$ cat config.mk
export PLATFORM = sky130hd
export DESIGN_NAME = pid_error_gen_flat
export DESIGN_NICKNAME = d
export VERILOG_FILES = /design/src/rtl/pid_error_gen_if.sv /design/src/rtl/pid_error_gen.sv /design/src/flat_wrapper.sv
export SDC_FILE = /design/constraint.sdc
export NUM_CORES = 1
export LEC_CHECK = 0
export CORE_UTILIZATION = 60
export DETAILED_ROUTE_END_ITERATION = 10
export HOLD_SLACK_MARGIN = 0.15
export PLACE_DENSITY_LB_ADDON = 0.1
export SLEW_MARGIN = 20
export SYNTH_ARGS = -nofsm -noshare
export SYNTH_HDL_FRONTEND = slang
export SYNTH_SLANG_ARGS = --single-unit
$ cat constraint.sdc
create_clock -name clk -period 7.53 [get_ports clk]
set_input_delay 2.259 -clock clk [delete_from_list [all_inputs] [get_ports clk]]
set_output_delay 2.259 -clock clk [all_outputs]
set_load 0.01 [all_outputs]
$ cat src/rtl/pid_error_gen_if.sv
// Error-sample stream between pid_error_gen (producer) and the PID controller.
//   err        signed error sample (ERR_W bits)
//   err_valid  err holds an unconsumed sample
//   err_ready  consumer accepts err when err_valid & err_ready
interface pid_error_gen_if #(
  parameter int unsigned ERR_W = 9
) ();
  logic [ERR_W-1:0] err;
  logic             err_valid;
  logic             err_ready;

  modport master (output err, output err_valid, input err_ready);
  modport slave  (input err, input err_valid, output err_ready);
endinterface

$ cat src/rtl/pid_error_gen.sv
// pid_error_gen: measures plant speed from a quadrature encoder over fixed
// sample windows and issues saturated signed error samples
// (setpoint - speed) on a valid/ready stream.
// Optional feature macro: PID_ERR_DEADBAND_EN (|err| <= DEADBAND forced to 0).
// Ports:
//   clk, rst      clock, asynchronous active-high reset
//   enc_a, enc_b  asynchronous encoder phases
//   setpoint      signed target edges per window, sampled in CALC
//   clr_ovr       synchronous clear of overrun
//   speed         signed edge count of the last completed window
//   overrun       sticky: an unconsumed sample was overwritten
//   err_if        master side of the error stream (err, err_valid, err_ready)
module pid_error_gen #(
  parameter int unsigned SAMPLE_DIV = 50,
  parameter int unsigned CNT_W      = 16,
  parameter int unsigned ERR_W      = 9,
  parameter int unsigned DEADBAND   = 2
) (
  input  logic                    clk,
  input  logic                    rst,
  input  logic                    enc_a,
  input  logic                    enc_b,
  input  logic signed [ERR_W-1:0] setpoint,
  input  logic                    clr_ovr,
  output logic signed [CNT_W-1:0] speed,
  output logic                    overrun,
  pid_error_gen_if.master         err_if
);

  localparam int unsigned TMR_W = (SAMPLE_DIV > 1) ? $clog2(SAMPLE_DIV) : 1;
  localparam int unsigned DW    = CNT_W + 1;

  localparam logic signed [DW-1:0] ERR_MAX = DW'((2 ** (ERR_W - 1)) - 1);
  localparam logic signed [DW-1:0] ERR_MIN = ~ERR_MAX;

  // Reject configurations the datapath cannot represent.
  if (SAMPLE_DIV < 4 || ERR_W > CNT_W || DEADBAND >= (2 ** (ERR_W - 1))) begin : g_bad_cfg
    $error("pid_error_gen: unsupported parameter set");
  end

  typedef enum logic {S_RUN, S_CALC} state_t;

  state_t                  state_q, state_d;
  logic                    a_s1_q, a_s2_q, a_prev_q;
  logic                    b_s1_q, b_s2_q, b_prev_q;
  logic [TMR_W-1:0]        timer_q, timer_d;
  logic signed [CNT_W-1:0] cnt_q, cnt_d;
  logic signed [CNT_W-1:0] speed_q, speed_d;
  logic signed [ERR_W-1:0] err_q, err_d;
  logic                    err_valid_q, err_valid_d;
  logic                    overrun_q, overrun_d;

  logic                    tick;
  logic signed [1:0]       step;
  logic signed [DW-1:0]    cnt_sum;
  logic signed [CNT_W-1:0] cnt_next;
  logic signed [DW-1:0]    diff;
  logic signed [DW-1:0]    diff_sat;
  logic                    ovr_set;

  // x4 quadrature decode; no change or an illegal double change gives 0.
  always_comb begin
    step = 2'sd0;
    unique case ({a_prev_q, b_prev_q, a_s2_q, b_s2_q})
      4'b00_01, 4'b01_11, 4'b11_10, 4'b10_00: step = 2'sd1;
      4'b01_00, 4'b11_01, 4'b10_11, 4'b00_10: step = -2'sd1;
      default:                                step = 2'sd0;
    endcase
  end

  // Saturating edge count; overflow shows as disagreeing top two bits.
  always_comb begin
    cnt_sum  = DW'(cnt_q) + DW'(step);
    cnt_next = cnt_sum[CNT_W-1:0];
    if (cnt_sum[DW-1] != cnt_sum[DW-2]) begin
      cnt_next = cnt_sum[DW-1] ? {1'b1, {(CNT_W-1){1'b0}}} : {1'b0, {(CNT_W-1){1'b1}}};
    end
  end

  assign tick = (timer_q == TMR_W'(SAMPLE_DIV - 1));

  // Error difference, clamp, optional deadband.
  always_comb begin
    diff     = DW'(setpoint) - DW'(speed_q);
    diff_sat = diff;
    if (diff > ERR_MAX) begin
      diff_sat = ERR_MAX;
    end else if (diff < ERR_MIN) begin
      diff_sat = ERR_MIN;
    end
`ifdef PID_ERR_DEADBAND_EN
    if ((diff_sat <= $signed(DW'(DEADBAND))) && (diff_sat >= -$signed(DW'(DEADBAND)))) begin
      diff_sat = '0;
    end
`endif
  end

  // Next-state: window timer, counter, FSM and output stream.
  always_comb begin
    state_d     = state_q;
    timer_d     = tick ? '0 : timer_q + TMR_W'(1);
    cnt_d       = tick ? '0 : cnt_next;
    speed_d     = tick ? cnt_next : speed_q;
    err_d       = err_q;
    err_valid_d = err_valid_q & ~err_if.err_ready;
    ovr_set     = 1'b0;

    unique case (state_q)
      S_RUN: begin
        if (tick) state_d = S_CALC;
      end
      S_CALC: begin
        err_d       = diff_sat[ERR_W-1:0];
        err_valid_d = 1'b1;
        ovr_set     = err_valid_q & ~err_if.err_ready;
        state_d     = S_RUN;
      end
      default: state_d = S_RUN;
    endcase

    // Set has priority over clear.
    overrun_d = (overrun_q & ~clr_ovr) | ovr_set;
  end

  always_ff @(posedge clk or posedge rst) begin
    if (rst) begin
      state_q     <= S_RUN;
      a_s1_q      <= 1'b0;
      a_s2_q      <= 1'b0;
      a_prev_q    <= 1'b0;
      b_s1_q      <= 1'b0;
      b_s2_q      <= 1'b0;
      b_prev_q    <= 1'b0;
      timer_q     <= '0;
      cnt_q       <= '0;
      speed_q     <= '0;
      err_q       <= '0;
      err_valid_q <= 1'b0;
      overrun_q   <= 1'b0;
    end else begin
      state_q     <= state_d;
      a_s1_q      <= enc_a;
      a_s2_q      <= a_s1_q;
      a_prev_q    <= a_s2_q;
      b_s1_q      <= enc_b;
      b_s2_q      <= b_s1_q;
      b_prev_q    <= b_s2_q;
      timer_q     <= timer_d;
      cnt_q       <= cnt_d;
      speed_q     <= speed_d;
      err_q       <= err_d;
      err_valid_q <= err_valid_d;
      overrun_q   <= overrun_d;
    end
  end

  assign speed            = speed_q;
  assign overrun          = overrun_q;
  assign err_if.err       = err_q;
  assign err_if.err_valid = err_valid_q;

endmodule

$ cat src/flat_wrapper.sv
// flat-port wrapper written by rule: the top's interface ports become plain ports
module pid_error_gen_flat 
#(
  parameter int unsigned SAMPLE_DIV = 50,
  parameter int unsigned CNT_W      = 16,
  parameter int unsigned ERR_W      = 9,
  parameter int unsigned DEADBAND   = 2
)
  (clk, rst, enc_a, enc_b, setpoint, clr_ovr, speed, overrun, err_if_err, err_if_err_valid, err_if_err_ready);
  pid_error_gen_if #(.ERR_W(ERR_W)) err_if_i ();
  input  logic clk;
  input  logic rst;
  input  logic enc_a;
  input  logic enc_b;
  input  logic signed [ERR_W-1:0] setpoint;
  input  logic clr_ovr;
  output logic signed [CNT_W-1:0] speed;
  output logic overrun;
  output wire logic [$bits(err_if_i.err)-1:0] err_if_err;
  output wire logic [$bits(err_if_i.err_valid)-1:0] err_if_err_valid;
  input wire logic [$bits(err_if_i.err_ready)-1:0] err_if_err_ready;
  assign err_if_err = err_if_i.err;
  assign err_if_err_valid = err_if_i.err_valid;
  assign err_if_i.err_ready = err_if_err_ready;
  pid_error_gen #(.SAMPLE_DIV(SAMPLE_DIV), .CNT_W(CNT_W), .ERR_W(ERR_W), .DEADBAND(DEADBAND)) u_core (.clk(clk), .rst(rst), .enc_a(enc_a), .enc_b(enc_b), .setpoint(setpoint), .clr_ovr(clr_ovr), .speed(speed), .overrun(overrun), .err_if(err_if_i));
endmodule
Word-level counts from Yosys, hierarchy flattened. Memories as Yosys holds them, arrays and structs flattened. Cells that the tools add are included.

Memory bits (read-only): 32. Register bits: 56. Bits of input ports: 15. Memories: 1.

Add/sub/neg operators: 3. Bitwise logic cells: 6. $lt $le $gt $ge: 2. Muxes and demuxes: 10. Equality and inequality tests: 2.

Memory list: (name not given) (words 16, bits a word 2, read ports 1, clocked after memory_dff 0, write ports 0, line pid_error_gen.sv:64) `unique case ({a_prev_q, b_prev_q, a_s2_q, b_s2_q})`.

Operator list (number): $mux W16 (3); $mux W9 (2); $add A16 B2 Y17 (1); $gt A17 B9 Y1 const B (1); $lt A17 B9 Y1 const B (1); $sub A9 B16 Y17 (1); $add A6 B1 Y6 const B (1); $eq A6 B6 Y1 const B (1); $mux W6 (1); $mux W1 (3); $not A1 Y1 (3); $and A1 B1 Y1 (2); $pmux W1 S2 (1); $ne A1 B1 Y1 (1); $or A1 B1 Y1 (1).

Depth between registers and ports, before layout. An unclocked memory read counts as a cell.

Depth in word-level cells: 5. Depth in mapped cells: 16. Gate-level depth less buffers: 14.

Least setup slack after synthesis. Ideal clock, no wire load.

Path kind: input port to flip-flop. Start point: input port setpoint[0]. End point: register u_core.err_q[2], in the netlist u_core.err_if.err[2]. Path slack: 2.941 ns. Arrival time: 4.439 ns. Required time: 7.380 ns. Stages on the path: 11. Path through: inv_1 -> ha_1 -> fa_1 -> nor2b_1 -> o31a_1 -> o21ai_2 -> a31oi_2 -> or4_1 -> nand4_1 -> o41ai_4 -> a311oi_1.

Longest elaborated chain between the ends: 4. Elaborated cells on any way between the ends: 5.

RTL lines: from (decl) (line flat_wrapper.sv:15) `input logic signed [ERR_W-1:0] setpoint;`; $sub A9 B16 Y17 * (line pid_error_gen.sv:84) `diff = DW'(setpoint) - DW'(speed_q);`; $lt A17 B9 Y1 (line pid_error_gen.sv:88) `end else if (diff < ERR_MIN) begin`; $mux W9 (line pid_error_gen.sv:88); $mux W9 * (line pid_error_gen.sv:86) `if (diff > ERR_MAX) begin`; to (signal assigned) (line pid_error_gen.sv:151) `err_q <= err_d;`; to (decl) (line pid_error_gen.sv:49) `logic signed [ERR_W-1:0] err_q, err_d;`.

Mark *: on every way between the ends. The rest lies on a longest branch, timed or not. A chain may end at the register's enable or synchronous reset.

Worst setup path in the final report.
Start point: input port setpoint[0]. End point: register u_core.err_q[5], in the netlist u_core.err_if.err[5].

The elaborated chain is that of the path after synthesis.

==> impl_metrics.tcl <==
set metrics [dict create \
    core-area_um2 5990 \
    synth_edf_count 0 \
    timing.hold.ws_ns 0.363 \
    slew_headroom_pct 48.4 \
    p_per_area_nw_per_um2 242 \
    multi_input_area_um2 2190 \
    area_growth_pct 14.8 \
    cts_resized 0 \
    antenna_found_initial 0 \
    skew_ns 0.00901 \
    tightest_slew_ns 0.773 \
    drt_iter0_markers 133 \
    finalWeightedCongestion 0.892 \
    total_power_uw 1050 \
    grt_pass1_wl_um 13300 \
    io_pins 42 \
    drive_gt1_share_pct 4.25 \
    cp-start-kind "input port" \
    status "completed" \
    crit_path_end_kind "flip-flop" \
    rrSetupSlack_ns 3.51 \
    grt_setup_unrepaired "false" \
    slew_viol_final 0 \
    track_usage_pct 26.0 \
    die_w_um 81.4 \
    cts_max_path_buffers 2 \
    critPathRequiredTime_ns 7.69 \
    vdd_ir_drop_max_v 0.000196 \
    clkLatencyLatePin_ns 0.31 \
    cts_setup_buffers 0 \
    layout_common_cells "dfrtp_1 (56), nor2_1 (50), clkdlybuf4s50_1 (41), ha_1 (38)" \
    port_buffers 41 \
    numCtsBuffers 5 \
    fin_ws_ns 2.35 \
    synthFlopType "dfrtp_1" \
    synthAdderAreaFrac_pct 13.6 \
    pre_cts_ws_ns 2.09 \
    drt-total-wl_um 8000 \
    clk_pin_slew_ns 0.10 \
    seqCellArea_um2 1400 \
    synthTopCellsByArea "dfrtp_1 (37%), ha_1 (13%), nor2_1 (5.0%)" \
    worstPathMaxFanout 8 \
    synth-simple-area-share_pct 13.8 \
    final_common_cell "dfrtp_1" \
    fin_crit_ns 5.18 \
    initial_core_util_pct 63.2 \
    ctsRootBufferMaster "clkbuf_8" \
    syn-instance-count 408 \
    synth_compound_area_share_pct 23.6 \
    synth_seq_cells 56 \
    wl_per_cell_um 15.3 \
    synth_xor_area_share_pct 6.02 \
    leakagePower_uw 0.00191 \
    arrival_ns 5.34 \
    ys_seq_area_share_pct 37.0 \
    final-setup-viol-count 0 \
    dr.pass1.iters 4 \
    die_y_um 81.4 \
    overflow 0 \
    routed-via-count 3156 \
    cts_tree "done" \
    setup-tns-final_ns 0 \
    hp-class "reg -> reg" \
    rr_startpoint "u_core.b_s2_q" \
    holdBufCountCts 0 \
    ys_types 61 \
    min_period_over_period_pct 68.8 \
    clock-sinks 56 \
    final_nets 501 \
    async_flop_share_pct 100 \
    grt_max_degree 57 \
    fillers 465 \
    antenna_cells 0 \
    fmaxAchievable_mhz 193 \
    post_dp_cell_area_um2 4230 \
    antenna_left 0 \
    drc 0 \
    yosysWarnings 0 \
    postSynthAreaPerCell_um2 9.27 \
    viasPerCell 6.05 \
    synthMuxAreaShare_pct 0.893 \
    final_cell_area_um2 4340 \
    synth_top_family_by_area "compound AO/OA/AOI/OAI gates" \
    min_from "u_core.b_s1_q" \
    rows 28 \
    critPathKind "in -> reg" \
    crit_start "setpoint[0]" \
    hold_violations 0 \
    syn_nets 463 \
    synthDominantCellAreaShare_pct 37.0 \
    cap_viol_max_count 0 \
    dp_hpwl_um 6040 \
    dieArea_um2 6630 \
    grt_pass1_vias 2993 \
    h-tree-depth 2 \
    synth_top_area_cell "dfrtp_1" \
    synth_area_um2 3780 \
]
## state kept, by name, summed over array words and instances, names as in the netlist
name,cells
u_core.cnt_q,16
u_core.speed,16
u_core.err_if.err,9
u_core.timer_q,6
u_core.a_prev_q,1
u_core.a_s1_q,1
u_core.a_s2_q,1
u_core.b_prev_q,1
u_core.b_s1_q,1
u_core.b_s2_q,1
u_core.err_if.err_valid,1
u_core.overrun,1
u_core.state_q,1
## through the flow
step,util (%),cells
3_3_place_gp,70.7,514
6_report,72.5,522
4_1_cts,72.5,522
3_5_place_dp,70.7,514
5_1_grt,72.5,522
2_1_floorplan,-,408
## per-layer routing
layer | vias to the layer above | wire [um] | global-route usage [%]
met1 | 1542 | 3730 | 33.3
met4 | 0 | 131 | 6.79
met3 | 12 | 209 | 3.56
met2 | 46 | 3930 | 46.0
li1 | 1556 | - | -
met5 | - | 0 | 0
## area by class of cell
class	count	area share, %
Multi-Input combinational cell	307	50.5
Sequential cell	56	32.3
Timing Repair Buffer	42	9.62
Inverter	34	2.94
Tap cell	75	2.16
Clock buffer	6	1.67
Clock inverter	2	0.893
## cells in the mapped netlist (all sizes together), types with 3 or more instances
cell type / count
a211oi: 9
a21o: 10
a21oi: 32
a311oi: 8
a31oi: 7
and3: 6
buf: 5
clkbuf: 5
dfrtp: 56
ha: 38
inv: 34
nand2: 21
nand2b: 4
nand3: 3
nand4: 5
nor2: 50
nor2b: 5
nor3: 8
o211ai: 3
o21a: 5
o21ai: 22
o21bai: 5
o22ai: 9
xnor2: 17
xor2: 9
## report_power, final
| part | leakage, uW | switching, uW | internal [uW] |
|---|---|---|---|
| Clock | 0.0000558 | 99.1 | 101 |
| Sequential | 0.000687 | 16.4 | 346 |
| Combinational | 0.00117 | 293 | 196 |
| Total | 0.00191 | 408 | 642 |
## cells by family (layout without fill, tap and decap cells)
group | Yosys count | count (layout)
AO/OA/AOI/OAI | 128 | 128
XOR/XNOR | 26 | 26
multiplexers | 2 | 2
adder cells (fa/ha/maj) | 40 | 40
buffers and inverters | 45 | 84
AND/OR/NAND/NOR | 111 | 111
flip-flops | 56 | 56
## critical path, cell delays in order
cell	delay [ns]
clkdlybuf4s50_1	0.46
inv_1	0.04
ha_1	0.22
fa_1	0.40
nor2b_1	0.26
o31a_1	0.22
o21ai_2	0.10
a31oi_2	0.25
or4_1	0.17
nand4_1	0.18
o41ai_4	0.61
a311oi_1	0.17
## final timing paths
| path | end | cells after the start |
|---|---|---|
| max reg2reg | u_core.cnt_q[10] | 12 |
| min reg2reg | u_core.b_s2_q | 0 |
| max in group asynchronous | u_core.cnt_q[10] | 3 |
| max | u_core.err_if.err[5] | 12 |
| min | u_core.b_s2_q | 0 |
| min in group asynchronous | u_core.overrun | 3 |
Power figures use the tool's default switching activity.
==> RTL change 1, RTL diff (same settings) <==
Add a define of `PID_ERR_DEADBAND_EN`.
--- a/src/rtl/pid_error_gen.sv
+++ b/src/rtl/pid_error_gen.sv
@@ -10,6 +10,8 @@
 //   speed         signed edge count of the last completed window
 //   overrun       sticky: an unconsumed sample was overwritten
 //   err_if        master side of the error stream (err, err_valid, err_ready)
+`define PID_ERR_DEADBAND_EN
+
 module pid_error_gen #(
   parameter int unsigned SAMPLE_DIV = 50,
   parameter int unsigned CNT_W      = 16,
Formal check against the unedited RTL: same outputs for any inputs over 10 cycles, from zero or initial values and one cycle with rst high; that may be too few to reach the edited logic, so the function may still have changed.
==> RTL change 1 against the unedited design <==
- synthesized cell count is 12% higher
- final area is 8.9% higher
- critical path depth is 4 higher
- global-route usage is 3.4 points higher
- cell count is 10% higher
- register-to-register slack worse by 790 ps
- wire length is 25% higher
- fmax is 24% lower
- total power is 21% higher
- setup slack worse by 1700 ps
- synthesized area is 10% higher
- sequential cell count stayed put
- critical path type unchanged
- critical endpoint is now u_core.err_if.err[1]$_DFFE_PP0P_
- largest cell class unchanged
==> RTL change 1: results (changes against the unedited design) <==
* Met2 wire len at 4870 µm (was 3930 µm)
* WHS at 360 ps (was 363 ps)
* Drt pass-1 iters at 5 (was 4)
* First-pass GRT wire length at 16800 µm (was 13300 µm)
* Multi-input combinational area share at 54.0% (was 50.5%)
* Pleak at 1.94 nW (was 1.91 nW)
* Vias per inst at 6.41 (was 6.05)
* Post-synth top cells: dfrtp_1, inv_1, ha_1, nand2_1, nor2_1 (was dfrtp_1, nor2_1, ha_1, inv_1, a21oi_1)
* Synthesis-to-finish area growth at 13.6% (was 14.8%)
* Avg Cell Area, Syn at 9.09 µm² (was 9.27 µm²)
* Net Switching at 0.567 mW (was 0.408 mW)
* Placed cells at 567 (was 514)
* Buffers excl. clock at 44 (was 42)
* Slowest cell on the critical path: clkdlybuf4s50_1 (was o41ai_4)
* M1 WL at 4470 µm (was 3730 µm)
* R2R depth at 16 (was 12)
* Setup WS pre-CTS at 401 ps (was 2090 ps)
* Power share of the sequential group at 29.2% (was 34.5%)
* Vias in the first global route at 3457 (was 2993)
* Reg2Reg Setup Slack at 2720 ps (was 3510 ps)
* GR Layer Usage met3 at 3.50% (was 3.56%)
* CP max FO at 11 (was 8)
* Status: completed (unchanged)
* Sequential cell area share at 29.6% (was 32.3%)
* Worst EP arrival at 7050 ps (was 5340 ps)
* Post-DP Area at 4640 µm² (was 4230 µm²)
* Clock Network Area Fraction at 1.98% (was 2.56%)
* CP top delay family: simple AND/OR/NAND/NOR gates (was compound AO/OA/AOI/OAI gates)
RTL change 1: logic make-up (layout without fill, tap and decap cells):
kind of cell | Yosys count | count (layout) | share of synthesized area, %
simple gates | 133 | 133 | 15.9
mux | 1 | 1 | 0.541
flops | 56 | 56 | 33.7
fa+ha+maj | 45 | 45 | 13.6
buf+inv | 53 | 93 | 5.02
compound gates | 148 | 148 | 26.6
xor+xnor | 22 | 22 | 4.63
RTL change 1: worst paths after layout:
check,start,end
min in group asynchronous,rst,u_core.speed[1]$_DFFE_PP0N_
max reg2reg,u_core.speed[0]$_DFFE_PP0N_,u_core.err_if.err[1]$_DFFE_PP0P_
max,setpoint[8],u_core.err_if.err[1]$_DFFE_PP0P_
max in group asynchronous,rst,u_core.speed[11]$_DFFE_PP0N_
min,u_core.b_s1_q$_DFF_PP0_,u_core.b_s2_q$_DFF_PP0_
min reg2reg,u_core.b_s1_q$_DFF_PP0_,u_core.b_s2_q$_DFF_PP0_
==> RTL change 2, RTL diff (same flow settings) <==
Without the edit above. Make the reset (`rst`) synchronous in one clocked block. Comments in the files are not updated.
--- a/src/rtl/pid_error_gen.sv
+++ b/src/rtl/pid_error_gen.sv
@@ -122,7 +122,7 @@
     overrun_d = (overrun_q & ~clr_ovr) | ovr_set;
   end
 
-  always_ff @(posedge clk or posedge rst) begin
+  always_ff @(posedge clk) begin
     if (rst) begin
       state_q     <= S_RUN;
       a_s1_q      <= 1'b0;
Check against the original RTL: no difference found for any inputs over 10 cycles, from zero or initial values and one cycle with rst high; that may be too few to reach the edited logic, so the function may still have changed.
==> RTL change 2 against the unedited design <==
- critical path depth did not move
- final area rose by 0.20%
- highest routed layer unchanged
- cell count rose by 10%
- fmax rose by 1.8%
- sequential share of layout area fell by 6.5 points
- clock skew rose by 7.5 ps
- wire length rose by 7.5%
- die area barely moved
- synthesized area barely moved
- largest cell class unchanged
- sequential cell count did not move
- setup slack improved by 91 ps
- first-iteration DRC count fell by 21%
Power is not compared: it rests on default switching activity, and its combinational part moved more than twofold at a synthesized area within 25%.
==> RTL change 2: results (changes against the unedited design) <==
* All-Layer GR Usage at 27.3% (was 26.0%)
* Layout cells sized above 1 at 5.81% (was 4.25%)
* Share of the yosys chip area belonging to registers at 29.6% (was 37.0%)
* Max clock buf depth at 2 (unchanged)
* CTS Buf Count at 5 (unchanged)
* Worst vdd ir at ~110 µV
* HP Class: register to register (unchanged)
* Asr flop ratio synth at 0% (was 100%)
* Pleak at 1.73 nW
* Number of buffers added on ports at 41 (unchanged)
* Actual slew at the worst max-slew pin at 849 ps (was 773 ps)
* Largest net degree at the start of global routing at 41 (was 57)
* Vias per inst at 5.87 (was 6.05)
* Post-synthesis net count at 515 (was 463)
* # resized after CTS at 0 (unchanged)
* Status: completed (unchanged)
* Initial antenna violation count at 0 (unchanged)
* Insertion delay of the later-clocked pin in the worst-skew pair at roughly 320 ps
* Cts hold-fix bufs at 0 (unchanged)
* Syn. warnings at 0 (unchanged)
* Clock slew seen by the registers of the worst setup and hold paths at between 100 and 150 ps
* DPL Wire Length at 6690 µm (was 6040 µm)
* Cell Int Power at approximately 0.46 mW
* Post-DP Area at 4260 µm² (was 4230 µm²)
* Skew final at 16.5 ps (was 9.01 ps)
* Row count at 28 (unchanged)
* Post-synth top cells: nor2_1, dfxtp_1, ha_1, inv_1, a21oi_1 (was dfrtp_1, nor2_1, ha_1, inv_1, a21oi_1)
* Root Driver: clkbuf_8 (unchanged)
* Drt pass-1 iters at 4 (unchanged)
* Final net count at 553 (was 501)
* Vias in the first global route at 3049 (was 2993)
* Yosys cell types at 62 (was 61)
* ANT cells at 0 (unchanged)
* Starting DRT DRC Count at 105 (was 133)
* Postcts setup bufs at 0 (unchanged)
* Worst EP arrival at 5330 ps (was 5340 ps)
* Placer Congestion at 0.900 (was 0.892)
* Filler cells at 443 (was 465)
* H-tree Lvls at 2 (unchanged)
* CP max FO at 8 (unchanged)
* Total Wirelength at 8600 µm (was 8000 µm)
* First-pass GRT wire length at 14200 µm (was 13300 µm)
* Top cells by area, synth: dfxtp_1, ha_1, nor2_1 (was dfrtp_1, ha_1, nor2_1)
[RTL change 2: cell types whose count changed after synthesis, moves of 6 or more]
| cell | delta |
|---|---|
| clkbuf_1 | +7 |
| dfrtp_1 | -56 |
| a41oi_1 | +6 |
| nand2b_1 | +7 |
| a211oi_1 | +18 |
| dfxtp_1 | +56 |
| o22ai_1 | -8 |
| nor2_1 | +16 |
| a311oi_1 | -7 |
[RTL change 2: power groups by stage]
stage	logic [mW]	clock network (mW)	registers [mW]
after floorplan	0.135	0	0.327
after global placement	0.169	0	0.329
after detailed placement	0.174	0	0.329
after CTS	0.175	0.180	0.323
after global routing	0.199	0.191	0.325
final	0.176	0.175	0.322
[RTL change 2: cell type report]
type | count | area share [%]
multi-input cells | 358 | 57.2
flip-flops and latches | 56 | 25.8
repair buffers | 43 | 9.77
inverters | 34 | 2.93
well taps | 75 | 2.16
clock buffers | 6 | 1.90
clock inverters | 2 | 0.316
[RTL change 2: final timing paths]
check,startpoint,endpoint,slack (ps),depth (start not counted)
max,setpoint[0],u_core.err_if.err[5]$_SDFFE_PP0P_,2440,12
min reg2reg,u_core.timer_q[0]$_SDFF_PP0_,u_core.timer_q[0]$_SDFF_PP0_,480,1
min,u_core.timer_q[0]$_SDFF_PP0_,u_core.timer_q[0]$_SDFF_PP0_,480,1
max reg2reg,u_core.step[1]$_DFF_P_,u_core.speed[10]$_SDFFE_PP0P_,3800,10
[RTL change 2: kinds of logic (layout without fill, tap and decap cells)]
kind of cell | after synthesis | in the layout | synth area share (%)
compound gates | 137 | 137 | 25.4
xor+xnor | 26 | 26 | 6.22
fa+ha+maj | 40 | 40 | 13.6
buf+inv | 46 | 85 | 4.56
flops | 56 | 56 | 29.6
mux | 2 | 2 | 0.529
simple gates | 153 | 153 | 20.0
[RTL change 2: critical path, cell delays in order]
cell	delay (ps)
clkdlybuf4s50_1	460
inv_1	40
ha_1	210
fa_1	410
nand2b_2	230
a21oi_2	200
o32ai_1	150
a2111oi_2	290
nand4_1	190
a2111oi_4	560
a41oi_1	210
o31ai_1	110
[RTL change 2: metrics by stage]
stage          setup slack, ps  utilization, %  instances
5_1_grt                   2200            72.7        574
2_1_floorplan             2910               -        460
3_3_place_gp              2230            71.1        566
6_report                  2440            72.7        574
4_1_cts                   2470            72.7        574
3_5_place_dp              2130            71.1        566
[RTL change 2: routing by layer]
layer | vias to the layer above | track usage (%) | wire length, µm
met4 | 0 | 6.07 | 117
met2 | 74 | 47.3 | 4190
met1 | 1536 | 35.2 | 3910
met3 | 15 | 4.27 | 388
met5 | - | 0 | 0
li1 | 1742 | - | -
